## config.mk

```make
export PLATFORM = sky130hd
export DESIGN_NAME = axi_slave_mem_bridge_flat
export DESIGN_NICKNAME = d
export VERILOG_FILES = /design/src/rtl/axi_slave_mem_bridge_if.sv /design/src/rtl/axi_slave_mem_bridge.sv /design/src/flat_wrapper.sv
export SDC_FILE = /design/constraint.sdc
export NUM_CORES = 1
export LEC_CHECK = 0
export CORE_MARGIN = 5
export CORE_UTILIZATION = 40
export CTS_BUF_LIST = sky130_fd_sc_hd__clkbuf_4
export DETAILED_ROUTE_END_ITERATION = 6
export PLACE_DENSITY = 0.78
export SYNTH_ARGS = -nofsm -noshare
export SYNTH_HDL_FRONTEND = slang
export SYNTH_SLANG_ARGS = --single-unit
```

## constraint.sdc

```tcl
create_clock -name ACLK -period 4 [get_ports ACLK]
set_clock_uncertainty 0.1 [all_clocks]
set_input_delay 1 -clock ACLK [delete_from_list [all_inputs] [get_ports ACLK]]
set_output_delay 1 -clock ACLK [all_outputs]
set_load 0.02 [all_outputs]
```

## src/rtl/axi_slave_mem_bridge_if.sv

```systemverilog
// Simplified AXI user bus between the slave front-end and the memory bridge.
// Carries the AW/W/B write channels and the AR/R read channels.
// The slave modport is the bridge side and the master modport is the front-end side.
interface axi_slave_mem_bridge_if #(
    parameter int ADDR_WIDTH = 32,
    parameter int DATA_WIDTH = 32
);
    logic                  awvalid;
    logic [ADDR_WIDTH-1:0] awaddr;
    logic [7:0]            awlen;
    logic                  awready;

    logic [DATA_WIDTH-1:0] wdata;
    logic                  wlast;
    logic                  wvalid;
    logic                  wready;

    logic                  bvalid;
    logic                  bready;

    logic                  arvalid;
    logic [ADDR_WIDTH-1:0] araddr;
    logic [7:0]            arlen;
    logic                  arready;

    logic [DATA_WIDTH-1:0] rdata;
    logic                  rlast;
    logic                  rvalid;
    logic                  rready;

    modport slave (
        input  awvalid, awaddr, awlen, wdata, wlast, wvalid, bready,
        input  arvalid, araddr, arlen, rready,
        output awready, wready, bvalid, arready, rdata, rlast, rvalid
    );

    modport master (
        output awvalid, awaddr, awlen, wdata, wlast, wvalid, bready,
        output arvalid, araddr, arlen, rready,
        input  awready, wready, bvalid, arready, rdata, rlast, rvalid
    );
endinterface

```

## src/rtl/axi_slave_mem_bridge.sv

```systemverilog
// Serves simplified AXI INCR bursts from one single-port synchronous memory,
// one beat per cycle, with one burst in flight at a time.
// Optional macro USER_MEM_OUTREG_EN: the memory has an output register
// (2-cycle read latency), and the read buffer grows to 3 entries.
//
//   state | meaning
//   IDLE  | awready=1, arready=!awvalid; waits for a burst request
//   WRITE | wready=1; each wvalid cycle writes one word
//   WRESP | bvalid=1 until bready
//   READ  | issues reads under credit, streams the returned data out
module axi_slave_mem_bridge #(
    parameter int ADDR_WIDTH     = 32,
    parameter int DATA_WIDTH     = 32,
    parameter int MEM_ADDR_WIDTH = 10
) (
    input  logic                      ACLK,
    input  logic                      ARESETN,
    axi_slave_mem_bridge_if.slave     s_axi,
    output logic [MEM_ADDR_WIDTH-1:0] mem_addr,
    output logic                      mem_we,
    output logic [DATA_WIDTH-1:0]     mem_wdata,
    input  logic [DATA_WIDTH-1:0]     mem_rdata
);

    localparam int BYTE_SHIFT = $clog2(DATA_WIDTH / 8);
`ifdef USER_MEM_OUTREG_EN
    localparam int MEM_LAT  = 2;
    localparam int RD_DEPTH = 3;
`else
    localparam int MEM_LAT  = 1;
    localparam int RD_DEPTH = 2;
`endif
    localparam int CNT_W = $clog2(RD_DEPTH + 1);
    localparam int PTR_W = (RD_DEPTH > 1) ? $clog2(RD_DEPTH) : 1;

    typedef enum logic [1:0] {IDLE, WRITE, WRESP, READ} state_t;

    state_t                    r_state;
    state_t                    w_state_nxt;
    logic [MEM_ADDR_WIDTH-1:0] r_addr;
    logic [8:0]                r_beats;

    logic [MEM_LAT-1:0]        r_pipe_vld;
    logic [MEM_LAT-1:0]        r_pipe_last;

    logic [DATA_WIDTH-1:0]     r_fifo_data [RD_DEPTH];
    logic                      r_fifo_last [RD_DEPTH];
    logic [PTR_W-1:0]          r_wr_ptr;
    logic [PTR_W-1:0]          r_rd_ptr;
    logic [CNT_W-1:0]          r_count;

    logic                      w_aw_hs;
    logic                      w_ar_hs;
    logic                      w_wbeat;
    logic                      w_issue;
    logic                      w_issue_last;
    logic                      w_ret;
    logic                      w_ret_last;
    logic [CNT_W-1:0]          w_inflight;
    logic [CNT_W:0]            w_occ;
    logic                      w_fifo_empty;
    logic                      w_rvalid;
    logic [DATA_WIDTH-1:0]     w_head_data;
    logic                      w_head_last;
    logic                      w_pop;
    logic                      w_push;
    logic                      w_fifo_pop;

    assign w_aw_hs      = (r_state == IDLE) && s_axi.awvalid;
    assign w_ar_hs      = (r_state == IDLE) && !s_axi.awvalid && s_axi.arvalid;
    assign w_wbeat      = (r_state == WRITE) && s_axi.wvalid;

    // Returned read data arrives MEM_LAT cycles after its address was issued.
    assign w_ret        = r_pipe_vld[MEM_LAT-1];
    assign w_ret_last   = r_pipe_last[MEM_LAT-1];

    // Count reads still travelling through the memory pipeline, including the one returning now.
    always_comb begin
        w_inflight = '0;
        for (int i = 0; i < MEM_LAT; i++) begin
            w_inflight = w_inflight + CNT_W'(r_pipe_vld[i]);
        end
    end

    // Credit check: everything in flight plus everything buffered must fit in the buffer.
    assign w_occ        = (CNT_W+1)'(w_inflight) + (CNT_W+1)'(r_count);
    assign w_issue_last = (r_beats == 9'd1);
    assign w_issue      = (r_state == READ) && (r_beats != 9'd0) &&
                          (w_occ < (CNT_W+1)'(RD_DEPTH));

    // Empty buffer: the returning word bypasses straight to the R channel to save a cycle.
    assign w_fifo_empty = (r_count == '0);
    assign w_rvalid     = !w_fifo_empty || w_ret;
    assign w_head_data  = w_fifo_empty ? mem_rdata  : r_fifo_data[r_rd_ptr];
    assign w_head_last  = w_fifo_empty ? w_ret_last : r_fifo_last[r_rd_ptr];
    assign w_pop        = w_rvalid && s_axi.rready;
    assign w_push       = w_ret && !(w_fifo_empty && w_pop);
    assign w_fifo_pop   = w_pop && !w_fifo_empty;

    // State register.
    always_ff @(posedge ACLK or negedge ARESETN) begin
        if (!ARESETN) r_state <= IDLE;
        else          r_state <= w_state_nxt;
    end

    // Next-state logic; write wins over read in IDLE, and write ends by beat count only.
    always_comb begin
        w_state_nxt = r_state;
        case (r_state)
            IDLE: begin
                if (w_aw_hs)      w_state_nxt = WRITE;
                else if (w_ar_hs) w_state_nxt = READ;
            end
            WRITE: if (w_wbeat && (r_beats == 9'd1)) w_state_nxt = WRESP;
            WRESP: if (s_axi.bready)                 w_state_nxt = IDLE;
            READ:  if (w_pop && w_head_last)         w_state_nxt = IDLE;
            default: w_state_nxt = IDLE;
        endcase
    end

    // State-decoded outputs; the ready signals are held low while in reset.
    always_comb begin
        s_axi.awready = ARESETN && (r_state == IDLE);
        s_axi.arready = ARESETN && (r_state == IDLE) && !s_axi.awvalid;
        s_axi.wready  = (r_state == WRITE);
        s_axi.bvalid  = (r_state == WRESP);
        mem_we        = w_wbeat;
    end

    assign mem_addr     = r_addr;
    assign mem_wdata    = ARESETN ? s_axi.wdata : '0;
    assign s_axi.rvalid = w_rvalid;
    assign s_axi.rdata  = w_rvalid ? w_head_data : '0;
    assign s_axi.rlast  = w_rvalid && w_head_last;

    // Burst address and remaining-beat counter; the address wraps modulo the memory depth.
    always_ff @(posedge ACLK or negedge ARESETN) begin
        if (!ARESETN) begin
            r_addr  <= '0;
            r_beats <= '0;
        end else if (w_aw_hs) begin
            r_addr  <= MEM_ADDR_WIDTH'(s_axi.awaddr >> BYTE_SHIFT);
            r_beats <= {1'b0, s_axi.awlen} + 9'd1;
        end else if (w_ar_hs) begin
            r_addr  <= MEM_ADDR_WIDTH'(s_axi.araddr >> BYTE_SHIFT);
            r_beats <= {1'b0, s_axi.arlen} + 9'd1;
        end else if (w_wbeat || w_issue) begin
            r_addr  <= r_addr + MEM_ADDR_WIDTH'(1);
            r_beats <= r_beats - 9'd1;
        end
    end

    // Track issued reads and their last flag through the memory latency.
    always_ff @(posedge ACLK or negedge ARESETN) begin
        if (!ARESETN) begin
            r_pipe_vld  <= '0;
            r_pipe_last <= '0;
        end else begin
            r_pipe_vld[0]  <= w_issue;
            r_pipe_last[0] <= w_issue && w_issue_last;
            for (int i = 1; i < MEM_LAT; i++) begin
                r_pipe_vld[i]  <= r_pipe_vld[i-1];
                r_pipe_last[i] <= r_pipe_last[i-1];
            end
        end
    end

    // Read buffer pointers and fill count; reset flushes it.
    always_ff @(posedge ACLK or negedge ARESETN) begin
        if (!ARESETN) begin
            r_wr_ptr <= '0;
            r_rd_ptr <= '0;
            r_count  <= '0;
        end else begin
            if (w_push)
                r_wr_ptr <= (r_wr_ptr == PTR_W'(RD_DEPTH-1)) ? '0 : r_wr_ptr + PTR_W'(1);
            if (w_fifo_pop)
                r_rd_ptr <= (r_rd_ptr == PTR_W'(RD_DEPTH-1)) ? '0 : r_rd_ptr + PTR_W'(1);
            r_count <= r_count + CNT_W'(w_push) - CNT_W'(w_fifo_pop);
        end
    end

    // Read buffer storage; contents are qualified by the count, so no reset is needed.
    always_ff @(posedge ACLK) begin
        if (w_push) begin
            r_fifo_data[r_wr_ptr] <= mem_rdata;
            r_fifo_last[r_wr_ptr] <= w_ret_last;
        end
    end

    // wlast does not steer the burst, but it must agree with the beat count.
    a_wlast_matches_count: assert property (
        @(posedge ACLK) disable iff (!ARESETN)
        w_wbeat |-> (s_axi.wlast == (r_beats == 9'd1))
    );

endmodule

```

## src/flat_wrapper.sv

```systemverilog
// flat-port wrapper written by rule: the top's interface ports become plain ports
module axi_slave_mem_bridge_flat 
#(
    parameter int ADDR_WIDTH     = 32,
    parameter int DATA_WIDTH     = 32,
    parameter int MEM_ADDR_WIDTH = 10
)
  (ACLK, ARESETN, mem_addr, mem_we, mem_wdata, mem_rdata, s_axi_awvalid, s_axi_awaddr, s_axi_awlen, s_axi_wdata, s_axi_wlast, s_axi_wvalid, s_axi_bready, s_axi_arvalid, s_axi_araddr, s_axi_arlen, s_axi_rready, s_axi_awready, s_axi_wready, s_axi_bvalid, s_axi_arready, s_axi_rdata, s_axi_rlast, s_axi_rvalid);
  axi_slave_mem_bridge_if #(.ADDR_WIDTH(ADDR_WIDTH), .DATA_WIDTH(DATA_WIDTH)) s_axi_i ();
  input  logic ACLK;
  input  logic ARESETN;
  output logic [MEM_ADDR_WIDTH-1:0] mem_addr;
  output logic mem_we;
  output logic [DATA_WIDTH-1:0] mem_wdata;
  input  logic [DATA_WIDTH-1:0] mem_rdata;
  input wire logic [$bits(s_axi_i.awvalid)-1:0] s_axi_awvalid;
  input wire logic [$bits(s_axi_i.awaddr)-1:0] s_axi_awaddr;
  input wire logic [$bits(s_axi_i.awlen)-1:0] s_axi_awlen;
  input wire logic [$bits(s_axi_i.wdata)-1:0] s_axi_wdata;
  input wire logic [$bits(s_axi_i.wlast)-1:0] s_axi_wlast;
  input wire logic [$bits(s_axi_i.wvalid)-1:0] s_axi_wvalid;
  input wire logic [$bits(s_axi_i.bready)-1:0] s_axi_bready;
  input wire logic [$bits(s_axi_i.arvalid)-1:0] s_axi_arvalid;
  input wire logic [$bits(s_axi_i.araddr)-1:0] s_axi_araddr;
  input wire logic [$bits(s_axi_i.arlen)-1:0] s_axi_arlen;
  input wire logic [$bits(s_axi_i.rready)-1:0] s_axi_rready;
  output wire logic [$bits(s_axi_i.awready)-1:0] s_axi_awready;
  output wire logic [$bits(s_axi_i.wready)-1:0] s_axi_wready;
  output wire logic [$bits(s_axi_i.bvalid)-1:0] s_axi_bvalid;
  output wire logic [$bits(s_axi_i.arready)-1:0] s_axi_arready;
  output wire logic [$bits(s_axi_i.rdata)-1:0] s_axi_rdata;
  output wire logic [$bits(s_axi_i.rlast)-1:0] s_axi_rlast;
  output wire logic [$bits(s_axi_i.rvalid)-1:0] s_axi_rvalid;
  assign s_axi_i.awvalid = s_axi_awvalid;
  assign s_axi_i.awaddr = s_axi_awaddr;
  assign s_axi_i.awlen = s_axi_awlen;
  assign s_axi_i.wdata = s_axi_wdata;
  assign s_axi_i.wlast = s_axi_wlast;
  assign s_axi_i.wvalid = s_axi_wvalid;
  assign s_axi_i.bready = s_axi_bready;
  assign s_axi_i.arvalid = s_axi_arvalid;
  assign s_axi_i.araddr = s_axi_araddr;
  assign s_axi_i.arlen = s_axi_arlen;
  assign s_axi_i.rready = s_axi_rready;
  assign s_axi_awready = s_axi_i.awready;
  assign s_axi_wready = s_axi_i.wready;
  assign s_axi_bvalid = s_axi_i.bvalid;
  assign s_axi_arready = s_axi_i.arready;
  assign s_axi_rdata = s_axi_i.rdata;
  assign s_axi_rlast = s_axi_i.rlast;
  assign s_axi_rvalid = s_axi_i.rvalid;
  axi_slave_mem_bridge #(.ADDR_WIDTH(ADDR_WIDTH), .DATA_WIDTH(DATA_WIDTH), .MEM_ADDR_WIDTH(MEM_ADDR_WIDTH)) u_core (.ACLK(ACLK), .ARESETN(ARESETN), .s_axi(s_axi_i), .mem_addr(mem_addr), .mem_we(mem_we), .mem_wdata(mem_wdata), .mem_rdata(mem_rdata));
endmodule
```

==> results.sh, run 1 <==
export IMPL_status="finished clean"
export IMPL_worstMarginPinSlew_ns=0.735
export IMPL_hold_buffers=0
export IMPL_layout_drive_gt1_share_pct=6.50
export IMPL_ys_top_cells_by_count="edfxtp_1 (66), nand3_1 (49), o21ai_0 (41)"
export IMPL_gr_total_overflow=0
export IMPL_via_per_inst=5.23
export IMPL_track_usage_pct=18.3
export IMPL_max_stage_delay_ns=0.65
export IMPL_ios=233
export IMPL_antenna_cells=0
export IMPL_cp_start_kind="flop"
export IMPL_syn_avg_cell_area_sq_um=10.7
export IMPL_min_path_cells=0
export IMPL_cts_root_buf="clkbuf_4"
export IMPL_ff2ff_path_depth=4
export IMPL_dr_pass1_iters=5
export IMPL_path_cells="nor2_4 -> buf_4 -> nand3_1 -> o21ai_0 -> clkdlybuf4s50_1"
export IMPL_clock_sinks=93
export IMPL_synthesis_instances=481
export IMPL_clk_path_buf_depth=2
export IMPL_antenna_left=0
export IMPL_async_reset_ff_share_pct=29.0
export IMPL_std_cell_rows=41
export IMPL_area_growth_pct=41.5
export IMPL_fin_crit_ns=3.74
export IMPL_final_hold_viol_count=0
export IMPL_numCtsBuffers=9
export IMPL_fmax_mhz=267
export IMPL_synth_area_sq_mm=0.00513
export IMPL_cts_tree="built"
export IMPL_clk_pin_slew_ns=0.15
export IMPL_leakagePower_uw=0.00260
export IMPL_r2r_slack_ns=1.57
export IMPL_drt_iter0_markers=213
export IMPL_die_width_um=123
export IMPL_clock_latency_ns=0.42
export IMPL_required_ns=2.90
export IMPL_grt_max_degree=39
export IMPL_hold_path_class="flop to flop"
export IMPL_synth_fp_nets=641
export IMPL_finalPower_uw=4440
export IMPL_maxSlewHeadroom_pct=50.9
export IMPL_drc_errors=0
export IMPL_ys_types=59
export IMPL_die_area_sq_mm=0.0152
export IMPL_maxCapViolCount=0
export IMPL_critical_path_endpoint_type="primary output"
export IMPL_setup_violations=0
export IMPL_via_count=4360
export IMPL_start_util_pct=40.8
export IMPL_rsz0062_at_grt="no"
export IMPL_worst_path_stages=5
export IMPL_powerDensity_mw_per_mm2=612
export IMPL_synthMostInstantiatedCell="edfxtp_1"
export IMPL_antenna_found_initial=0
export IMPL_crit_family="buffers and inverters"
export IMPL_place_port_buffers=187
export IMPL_finalNetCount=817
export IMPL_synth_top_area_cell="edfxtp_1"
export IMPL_post_cts_buffers=0
export IMPL_dpl_hpwl_um=10500
export IMPL_wl_per_cell_um=16.8
export IMPL_setup_tns_final_ns=0
export IMPL_post_route_period_util_pct=93.5
export IMPL_synth_top_area_share_pct=38.7
export IMPL_ys_seq_elements=93
export IMPL_cp_slowest_cell="clkdlybuf4s50_1"
export IMPL_yosysSeqAreaShare_pct=51.8
export IMPL_ys_warn_count=0
export IMPL_cts_htree_levels=3
export IMPL_grt_pass1_wl_um=22100
export IMPL_synth_top_flop_cell="edfxtp_1"
export IMPL_maxSlewViolCount=0
export IMPL_cp_max_fo=38
export IMPL_path_class="flop to primary output"
export IMPL_postCtsResizedCells=0
export IMPL_wirelength_um=14000
export IMPL_worst_ep_arrival_time_ns=2.64
export IMPL_cp_num_buf_inv=2
export IMPL_die_y_um=123
export IMPL_place_gp_congestion=0.930
export IMPL_synth_edf_count=66
export IMPL_core_area_sq_mm=0.0126
export IMPL_grt_pass1_vias=4485
export IMPL_ir_drop_uv=334
export IMPL_synth_area_leaders="edfxtp_1 (39%), dfrtp_1 (13%), mux2i_1 (6.4%), and2_1 (4.9%), nand3_1 (4.8%)"
-- state kept, by name, summed over array words and instances, names as in the netlist --
name / flops
u_core.mem_addr: 10
u_core.r_beats: 9
u_core.r_count: 2
u_core.r_fifo_data: 64
u_core.r_fifo_last: 2
u_core.r_pipe_last: 1
u_core.r_pipe_vld: 1
u_core.r_rd_ptr: 1
u_core.r_state: 2
u_core.r_wr_ptr: 1
-- layer usage --
metal	routed length (um)	global-route usage, %	vias up
met5	0	0	-
met4	155	5.67	0
met3	1030	4.03	13
met2	6730	30.4	187
met1	6060	23.9	2036
li1	-	-	2124
-- report_power, final --
| part | switching (uW) | internal [uW] |
|---|---|---|
| Sequential | 267 | 1300 |
| Combinational | 1330 | 1120 |
| Clock | 305 | 124 |
-- cell type report --
type                    count  area (sq um)
multi-input cells         348          2280
flip-flops and latches     93          2660
fillers                  1084          5320
clock buffers               9          67.6
clock inverters             7          41.3
repair buffers            197          1950
inverters                   8          30.0
well taps                 172           215
-- final timing paths --
check | start | to
hold / removal | u_core.r_pipe_last | u_core.r_fifo_last[0]
max in group asynchronous | ARESETN | u_core.r_beats[1]
hold reg to reg | u_core.r_pipe_last | u_core.r_fifo_last[0]
setup / recovery | u_core.r_count[0] | s_axi_rdata[27]
setup reg to reg | u_core.r_pipe_vld | u_core.r_fifo_data[0][22]
min in group asynchronous | ARESETN | u_core.r_state[1]
-- kinds of logic (layout without fill, tap and decap cells) --
family / after synthesis / after routing / share of synthesized area, %
AOI/OAI and AO/OA: 109 / 109 / 13.0
xor gates and xnor gates: 20 / 20 / 3.42
adders and majority gates: 8 / 8 / 1.95
buffers and inverters: 40 / 221 / 3.88
DFF: 93 / 93 / 51.8
muxes: 34 / 34 / 6.88
and+or+nand+nor: 177 / 177 / 19.0
-- metrics by stage --
stage / util (%) / area, sq um / cells / hold slack, ns / setup WS (ns)
6_report: 57.7 / 7250 / 834 / 0.375 / 0.261
5_1_grt: 57.7 / 7250 / 834 / 0.384 / 0.0229
4_1_cts: 57.7 / 7250 / 834 / 0.377 / 0.161
3_5_place_dp: 56.8 / 7140 / 818 / 0.363 / 0.494
3_3_place_gp: 56.8 / 7140 / 818 / 0.354 / 0.507
2_1_floorplan: - / 5130 / 481 / 0.343 / 0.592
-- cells in the final DEF, fill, tap and decap left out, types with 2 or more instances in the layout --
cell and n:
a31o_2 2, inv_1 8, o22ai_1 3, clkinvlp_4 2
ha_1 8, and2_1 40, xnor2_1 10, buf_4 9
nand2_1 19, xor2_1 10, clkinv_2 2, nor3_1 4
nand3_1 49, or3_1 4, a31oi_1 6, nor3b_1 2
a221oi_1 4, o21ai_0 41, o211ai_1 3, and3_1 5
clkbuf_4 9, nand2b_1 2, clkinv_1 2, a222oi_1 3
clkdlybuf4s50_1 186, nor4_1 2, dfrtp_1 26, nor2b_1 7
o21ai_1 13, edfxtp_1 66, nor2_1 28, o221ai_1 2
a21oi_1 21, mux2i_1 33
No activity file was read; power rests on OpenSTA's default activity.
==> run 2, diff against run 1 <==
--- a/config.mk
+++ b/config.mk
@@ -10,6 +10,7 @@
 export CTS_BUF_LIST = sky130_fd_sc_hd__clkbuf_4
 export DETAILED_ROUTE_END_ITERATION = 6
 export PLACE_DENSITY = 0.78
+export SLEW_MARGIN = 20
 export SYNTH_ARGS = -nofsm -noshare
 export SYNTH_HDL_FRONTEND = slang
 export SYNTH_SLANG_ARGS = --single-unit
==> results of run 2 <==
Final layout, timing and power as in run 1 (identical DEF).
==> run 3, diff against run 2 <==
--- a/config.mk
+++ b/config.mk
@@ -9,7 +9,7 @@
 export CORE_UTILIZATION = 40
 export CTS_BUF_LIST = sky130_fd_sc_hd__clkbuf_4
 export DETAILED_ROUTE_END_ITERATION = 6
-export PLACE_DENSITY = 0.78
+export PLACE_DENSITY_LB_ADDON = 0.05
 export SLEW_MARGIN = 20
 export SYNTH_ARGS = -nofsm -noshare
 export SYNTH_HDL_FRONTEND = slang
==> results.sh, run 3 (synthesis results as in run 1) <==
export IMPL_cp_num_buf_inv=2
export IMPL_final_cell_mix="clkdlybuf4s50_1 (186), edfxtp_1 (66), nand3_1 (49)"
export IMPL_r2r_slack_ns=1.45
export IMPL_numCtsBuffers=9
export IMPL_min_path_cells=0
export IMPL_antenna_found_initial=1
export IMPL_ff2ff_path_depth=3
export IMPL_maxSlewHeadroom_pct=44.8
export IMPL_required_ns=2.90
export IMPL_fmax_mhz=271
export IMPL_path_cells="nor2_4 -> buf_4 -> nand3_1 -> o21ai_0 -> clkdlybuf4s50_1"
export IMPL_start_util_pct=40.8
export IMPL_dr_pass1_iters=4
export IMPL_post_place_ws_ns=0.455
export IMPL_std_cell_rows=41
export IMPL_clk_pin_slew_ns=0.15
export IMPL_critical_path_endpoint_type="primary output"
export IMPL_setup_violations=0
export IMPL_clock_sinks=93
export IMPL_dpl_hpwl_um=10600
export IMPL_clk_path_buf_depth=2
export IMPL_ir_drop_uv=262
export IMPL_max_stage_delay_ns=0.66
export IMPL_whs_ns=0.414
export IMPL_place_port_buffers=187
export IMPL_gr_total_overflow=0
export IMPL_final_hold_viol_count=0
export IMPL_finalNetCount=821
export IMPL_holdPathEnd="u_core.r_fifo_last[1]"
export IMPL_wl_per_cell_um=16.9
export IMPL_wirelength_um=14200
export IMPL_via_count=4342
export IMPL_drt_iter0_markers=303
export IMPL_largest_reg_flops=64
export IMPL_crit_family="buffers and inverters"
export IMPL_cp_max_fo=25
export IMPL_powerDensity_mw_per_mm2=616
export IMPL_cts_htree_levels=3
export IMPL_maxSlewViolCount=0
export IMPL_min_delay_start="u_core.r_pipe_last"
export IMPL_placed_cell_area_sq_mm=0.00717
export IMPL_core_area_sq_mm=0.0126
export IMPL_worstMarginPinSlew_ns=0.828
export IMPL_fin_crit_ns=3.70
export IMPL_status="finished clean"
export IMPL_area_growth_pct=42.4
export IMPL_track_usage_pct=18.7
export IMPL_post_route_period_util_pct=92.4
export IMPL_postCtsResizedCells=0
export IMPL_post_cts_buffers=0
export IMPL_finalInstanceArea_sq_mm=0.00730
export IMPL_via_per_inst=5.18
export IMPL_final_common_cell="clkdlybuf4s50_1"
export IMPL_cts_root_buf="clkbuf_4"
export IMPL_die_area_sq_mm=0.0152
export IMPL_worst_ep_arrival_time_ns=2.60
export IMPL_rr_endpoint="u_core.r_fifo_data[0][22]"
export IMPL_worst_slack_ns=0.304
export IMPL_ios=233
export IMPL_layout_drive_gt1_share_pct=7.36
export IMPL_hold_path_class="flop to flop"
export IMPL_grt_pass1_vias=4343
export IMPL_path_class="flop to primary output"
export IMPL_rsz0062_at_grt="no"
export IMPL_cts_tree="built"
export IMPL_setup_tns_final_ns=0
export IMPL_top_register="u_core.r_fifo_data"
export IMPL_die_y_um=123
export IMPL_die_width_um=123
export IMPL_worst_path_stages=5
export IMPL_final_util_pct=58.1
export IMPL_leakagePower_uw=0.00262
export IMPL_clock_latency_ns=0.44
export IMPL_hold_buffers=0
export IMPL_grt_pass1_wl_um=22100
export IMPL_cp_slowest_cell="clkdlybuf4s50_1"
export IMPL_r2r_start="u_core.r_pipe_vld"
export IMPL_maxCapViolCount=0
export IMPL_antenna_left=0
export IMPL_place_gp_congestion=0.784
export IMPL_cp_start_kind="flop"
export IMPL_drc_errors=0
export IMPL_grt_max_degree=36
-- run 3: through the flow --
step | power (uW) | cells
CTS | 4550 | 838
finish | 4500 | 839
detailed placement | 4060 | 822
floorplan | 3030 | 481
global placement | 4020 | 822
global route | 4810 | 839
-- run 3: layout make-up --
cell class | instances | area (sq um)
multi-input combinational | 348 | 2280
antenna | 1 | 2.50
clock inverter | 7 | 57.6
tap | 172 | 215
timing repair buffer | 201 | 1980
fill | 1109 | 5270
sequential | 93 | 2660
clock buffer | 9 | 67.6
inverter | 8 | 30.0
-- run 3: metal layers --
layer,vias up,global-route usage [%],part of all wire [%]
li1,2127,-,-
met1,2059,23.4,41
met2,147,32.0,51
met3,9,4.67,7.3
met4,0,5.54,1.1
met5,-,0,0
-- run 3: how the worst max path moves through the flow --
stage / startpoint / endpoint / slack (ns)
floorplan: s_axi_rready / u_core.r_fifo_data[0][0] / 0.59
global placement: mem_rdata[1] / s_axi_rdata[1] / 0.50
detailed placement: mem_rdata[1] / s_axi_rdata[1] / 0.45
CTS: u_core.r_count[0] / s_axi_rdata[1] / 0.22
global route: u_core.r_count[1] / s_axi_rdata[20] / 0.09
finish: u_core.r_count[0] / s_axi_rdata[1] / 0.30
-- run 3: power breakdown --
part / switching, uW / internal (uW)
registers: 293 / 1300
logic: 1310 / 1130
clock network: 338 / 138
total: 1940 / 2560
